<file path="config.mk">
export PLATFORM = sky130hd
export DESIGN_NAME = centering_unit
export DESIGN_NICKNAME = d
export VERILOG_FILES = /design/src/rtl/centering_unit.sv
export SDC_FILE = /design/constraint.sdc
export NUM_CORES = 2
export LEC_CHECK = 0
export ABC_AREA = 0
export BUFFER_PORTS_ARGS = -buffer_cell sky130_fd_sc_hd__buf_4
export CORE_ASPECT_RATIO = 0.7
export CORE_MARGIN = 2
export CORE_UTILIZATION = 35
export DETAILED_ROUTE_END_ITERATION = 10
export PLACE_DENSITY = 0.59
export SLEW_MARGIN = 0
export SYNTH_ARGS = -nofsm -noshare
export SYNTH_HDL_FRONTEND = slang
export SYNTH_SLANG_ARGS = --single-unit
</file>
<file path="constraint.sdc">
create_clock -name CLK -period 6.3 [get_ports CLK]
set_input_delay 0.315 -clock CLK [delete_from_list [all_inputs] [get_ports CLK]]
set_output_delay 0.315 -clock CLK [all_outputs]
set_load 0.02 [all_outputs]
</file>
<file path="src/rtl/centering_unit.sv">
// centering_unit: captures one frame of multichannel samples, then replays it with the per-channel mean removed
//   CLK, RST        rising-edge clock, synchronous active-high reset
//   GO              frame start, honoured only in IDLE
//   IN_valid/_data  input samples, channel k at [k*DATA_W +: DATA_W]; IN_ready high while loading
//   OUT_valid/_data centered samples, channel k at [k*(DATA_W+1) +: DATA_W+1]; OUT_last on the final one
//   CEN_busy        LOAD through DRAIN; CEN_done one-cycle end-of-frame pulse
module centering_unit #(
  parameter int N_CH   = 2,
  parameter int DATA_W = 16,
  parameter int N_SAMP = 128,
  parameter int LOG2_N = 7
) (
  input  logic                         CLK,
  input  logic                         RST,
  input  logic                         GO,
  input  logic                         IN_valid,
  input  logic [N_CH*DATA_W-1:0]       IN_data,
  output logic                         IN_ready,
  output logic                         OUT_valid,
  output logic [N_CH*(DATA_W+1)-1:0]   OUT_data,
  output logic                         OUT_last,
  output logic                         CEN_busy,
  output logic                         CEN_done
);
  localparam int ACC_W = DATA_W + LOG2_N;
  localparam int OUT_W = DATA_W + 1;
  localparam logic [LOG2_N-1:0] LAST = LOG2_N'(N_SAMP - 1);
  typedef enum logic [2:0] {S_IDLE, S_LOAD, S_MEAN, S_EMIT, S_DRAIN, S_DONE} state_t;
  state_t                   state_q;
  logic [LOG2_N-1:0]        cnt_q;
  logic [N_CH*DATA_W-1:0]   mem_q [N_SAMP];
  logic [N_CH*DATA_W-1:0]   rd;
  logic signed [ACC_W-1:0]  acc_q [N_CH];
  logic signed [ACC_W-1:0]  acc_d [N_CH];
  logic signed [DATA_W-1:0] mean_q [N_CH];
  logic signed [DATA_W-1:0] mean_d [N_CH];
  logic [N_CH*OUT_W-1:0]    out_d;
  assign IN_ready = (state_q == S_LOAD);
  // Mean is the accumulator's top DATA_W bits: an arithmetic shift by LOG2_N (floor) then truncation.
  always_comb begin
    rd = mem_q[cnt_q];
    for (int k = 0; k < N_CH; k++) begin
      acc_d[k]  = acc_q[k] + ACC_W'($signed(IN_data[k*DATA_W +: DATA_W]));
      mean_d[k] = acc_q[k][LOG2_N +: DATA_W];
      out_d[k*OUT_W +: OUT_W] = OUT_W'($signed(rd[k*DATA_W +: DATA_W])) - OUT_W'(mean_q[k]);
    end
  end
  always_ff @(posedge CLK)
    if (state_q == S_LOAD && IN_valid) mem_q[cnt_q] <= IN_data;
  always_ff @(posedge CLK) begin
    if (RST) begin
      state_q   <= S_IDLE;
      cnt_q     <= '0;
      OUT_valid <= 1'b0;
      OUT_data  <= '0;
      OUT_last  <= 1'b0;
      CEN_busy  <= 1'b0;
      CEN_done  <= 1'b0;
      for (int k = 0; k < N_CH; k++) begin
        acc_q[k]  <= '0;
        mean_q[k] <= '0;
      end
    end else begin
      OUT_valid <= 1'b0;
      OUT_data  <= '0;
      OUT_last  <= 1'b0;
      CEN_done  <= 1'b0;
      case (state_q)
        S_IDLE: begin
          cnt_q <= '0;
          for (int k = 0; k < N_CH; k++) acc_q[k] <= '0;
          if (GO) begin
            state_q  <= S_LOAD;
            CEN_busy <= 1'b1;
          end
        end
        S_LOAD: if (IN_valid) begin
          acc_q <= acc_d;
          cnt_q <= cnt_q + 1'b1;
          if (cnt_q == LAST) state_q <= S_MEAN;
        end
        S_MEAN: begin
          mean_q  <= mean_d;
          state_q <= S_EMIT;
        end
        // Buffer is read combinationally, so the address issued here lands in the output register next cycle.
        S_EMIT: begin
          OUT_valid <= 1'b1;
          OUT_data  <= out_d;
          OUT_last  <= (cnt_q == LAST);
          cnt_q     <= cnt_q + 1'b1;
          if (cnt_q == LAST) state_q <= S_DRAIN;
        end
        S_DRAIN: begin
          CEN_done <= 1'b1;
          CEN_busy <= 1'b0;
          state_q  <= S_DONE;
        end
        default: state_q <= S_IDLE;
      endcase
    end
  end
endmodule

</file>
==> impl_metrics.json <==
{
  "status": "finished with violations",
  "violations": "hold timing, capacitance limit, slew limit",
  "antenna_found_initial": 54,
  "cts_tree": "built",
  "worstSetupPathType": "reg -> reg",
  "fin_ws_ns": 0.221,
  "finalHoldViolCount": 8,
  "grt_max_degree": 117,
  "core_area_um2": 466000,
  "power_density_nw_per_um2": 299,
  "synth_top_family_by_area": "multiplexers",
  "gr-usage-all-layers_pct": 19.9,
  "postRouteAntennaNets": 0,
  "grt_pass1_vias": 78991,
  "die_w_um": 821,
  "drt-vias-per-instance": 5.70,
  "grt-ovfl-total": 0,
  "min_period_over_period_pct": 96.5,
  "synth_adder_area_share_pct": 0.638,
  "synth_flop_cell": "edfxtp_1",
  "synthDominantCellAreaShare_pct": 75.2,
  "finish.instance_area_um2": 187000,
  "cp.arrival_ns": 6.92,
  "routed_wl_um": 482000,
  "synth.distinct_cells": 65,
  "worst_pin_slew_ns": 1.78,
  "netlist_top_cells_area": "edfxtp_1 75%, mux4_2 17%, dfxtp_1 1.6%",
  "path_clk_slew_ns": 0.07,
  "area_growth_pct": 14.6,
  "port_buffers": 74,
  "power_leakage_nw": 55.7,
  "io_pins": 75,
  "dp_hpwl_um": 295000,
  "synth_edf_count": 4096,
  "clk_latency_ns": 0.98,
  "seqCellArea_um2": 126000,
  "rsz0062_at_grt": "no",
  "routedWlPerCell_um": 33.7,
  "worstHoldPathCells": 1,
  "syn_area_um2": 164000,
  "hold_slack_ns": -0.00874,
  "syn_nets": 7348,
  "drtIter0Drc": 12621,
  "seq_area_frac_synth_pct": 76.8,
  "cts.path.max_buffers": 4,
  "rows": 210,
  "root_buffer": "clkbuf_16",
  "cts.repair.resized": 0,
  "worst_setup_path_end_kind": "register",
  "synth_mux_area_share_pct": 17.2,
  "critPathRequiredTime_ns": 7.14,
  "cts_setup_buffers": 0,
  "initial_utilization_pct": 35.1,
  "hold_buffers": 28,
  "cap_violations": 1,
  "power_frac_clock_pct": 42.0,
  "route.detailed.drc": 0,
  "synth_cells": 7231,
  "cts_sinks": 4229,
  "fmax_mhz": 165,
  "synth_top_area_cell": "edfxtp_1",
  "grt.met3_usage_pct": 5.97,
  "synth-seq-cells": 4229,
  "drive_gt1_share_pct": 30.0,
  "pre_cts_slack_ns": 0.384,
  "h-tree-depth": 5,
  "setup_violations": 0,
  "finalPower_mw": 56.0,
  "nets": 7834,
  "grt_pass1_wl_um": 659000,
  "routabilityCongestion": 0.910,
  "switching_power_mw": 11.7,
  "yosysWarnings": 0,
  "placed_area_um2": 175000,
  "fillerInstances": 40516,
  "start_kind": "register",
  "crit_fanout": 50,
  "netSwitchingFraction_pct": 20.9,
  "grt_busiest_layer": "met1",
  "die_h_um": 576,
  "dieArea_um2": 473000,
  "avgSynthCellArea_um2": 22.6,
  "cts_made_buffers": 383,
  "yosys.area_share.simple_pct": 1.83,
  "setup-tns-final_ns": 0,
  "async_flop_share_pct": 0,
  "fin_skew_ns": 0.0850,
  "synth_xor_area_share_pct": 0.300,
  "internal_power_mw": 44.3,
  "multi_input_area_um2": 37100,
  "ir_drop_mv": 0.374,
  "seq_power_share_pct": 55.1,
  "use_met1_pct": 30.3,
  "post-route-min-period_ns": 6.08,
  "holdCritPathClass": "in -> reg",
  "synth_compound_area_share_pct": 2.07,
  "max_slew_margin_pct": -19.3,
  "firstDrtPassIters": 6,
  "combPwrFrac_pct": 2.9,
  "grt_util_met2_pct": 27.9,
  "route.vias.total": 81628,
  "reg2reg_depth": 15,
  "slew_violations": 3
}
metal layers:
layer  share of wire, %  vias up
met1                 42    44574
met2                 42     4654
li1                   -    31788
met5              0.022        -
met4                2.8       16
met3                 12      596
kinds of logic (layout without fill, tap and decap cells):
logic type / count (synthesis) / after routing
DFF: 4229 / 4229
muxes: 1286 / 1286
and+or+nand+nor: 640 / 640
AOI/OAI and AO/OA: 515 / 515
buffers and inverters: 424 / 1227
adders and majority gates: 81 / 81
xor gates and xnor gates: 56 / 56
other: 0 / 30
metrics by stage:
stage	cells	util (%)
CTS	14288	40.2
finish	14318	40.2
global placement	13558	37.5
detailed placement	13558	37.5
floorplan	7231	-
global route	14288	40.2
cell type report:
type	instances	area share [%]
tap	6254	4.17
inverter	51	0.102
timing repair buffer	474	2.22
antenna	30	0.0400
multi-input combinational	2578	19.8
clock inverter	252	1.19
sequential	4229	67.0
clock buffer	450	5.43
state kept, by name, indices dropped and copies added, names as in the netlist, 3 cells and up, named ones only:
register  count
OUT_data     34
mem_q      4096
state_q       3
cnt_q         7
mean_q       32
acc_q        46
worst max-delay path, stage by stage (launching register included):
cell and delay [ns]:
dfxtp_4 0.70, buf_12 0.40, mux4_2 0.41, mux4_2 0.58, a22oi_1 0.85, nand4_1 0.19, a21oi_1 0.45, ha_1 0.32
nor2b_1 0.09, o31a_1 0.29, o41ai_2 0.34, o211ai_1 0.21, a31o_2 0.29, a2111oi_0 0.51, or4_1 0.19, nand2_1 0.04
path summary, 6_finish.rpt:
kind,slack (ns),from,end
worst min-delay path,-0.009,IN_data[0],mem_q[102][0]
worst min register to register,0.44,acc_q[22],mean_q[15]
worst max register to register,0.22,register,OUT_data[15]
worst max-delay path,0.22,register,OUT_data[15]
cell usage after synthesis, types with 13 or more instances:
cell and n:
a211oi_1 124, mux2i_1 66, nor2_1 219, buf_6 20
nand3_1 29, xnor2_1 27, nor3_1 31, nand4_1 41
a22oi_1 77, ha_1 77, buf_2 99, a21oi_1 119
nand2_1 161, mux4_2 1216, o21ai_0 91, a21o_1 26
xor2_1 29, buf_4 15, clkbuf_1 203, edfxtp_1 4096
buf_1 34, inv_1 49, nor2b_1 109, dfxtp_1 133
a31oi_1 13
power by group through the flow:
stage / clock [mW] / combinational, mW / sequential, mW
2_1_floorplan: 0 / 0.714 / 31.4
3_5_place_dp: 0 / 1.63 / 31.5
6_report: 23.5 / 1.65 / 30.8
4_1_cts: 23.8 / 1.65 / 30.8
3_3_place_gp: 0 / 1.58 / 31.5
5_1_grt: 24.9 / 1.75 / 30.8
cell usage in the layout (no fill, tap or decap), types with 90 or more instances in the layout:
| cell type | n |
|---|---|
| a211oi_1 | 107 |
| a21oi_1 | 119 |
| buf_4 | 404 |
| clkbuf_16 | 394 |
| clkinv_1 | 92 |
| dfxtp_1 | 128 |
| edfxtp_1 | 4096 |
| mux4_2 | 1216 |
| nand2_1 | 156 |
| nor2_4 | 129 |
| nor2b_1 | 108 |
| o21ai_0 | 90 |
(Power assumes the default switching activity.)
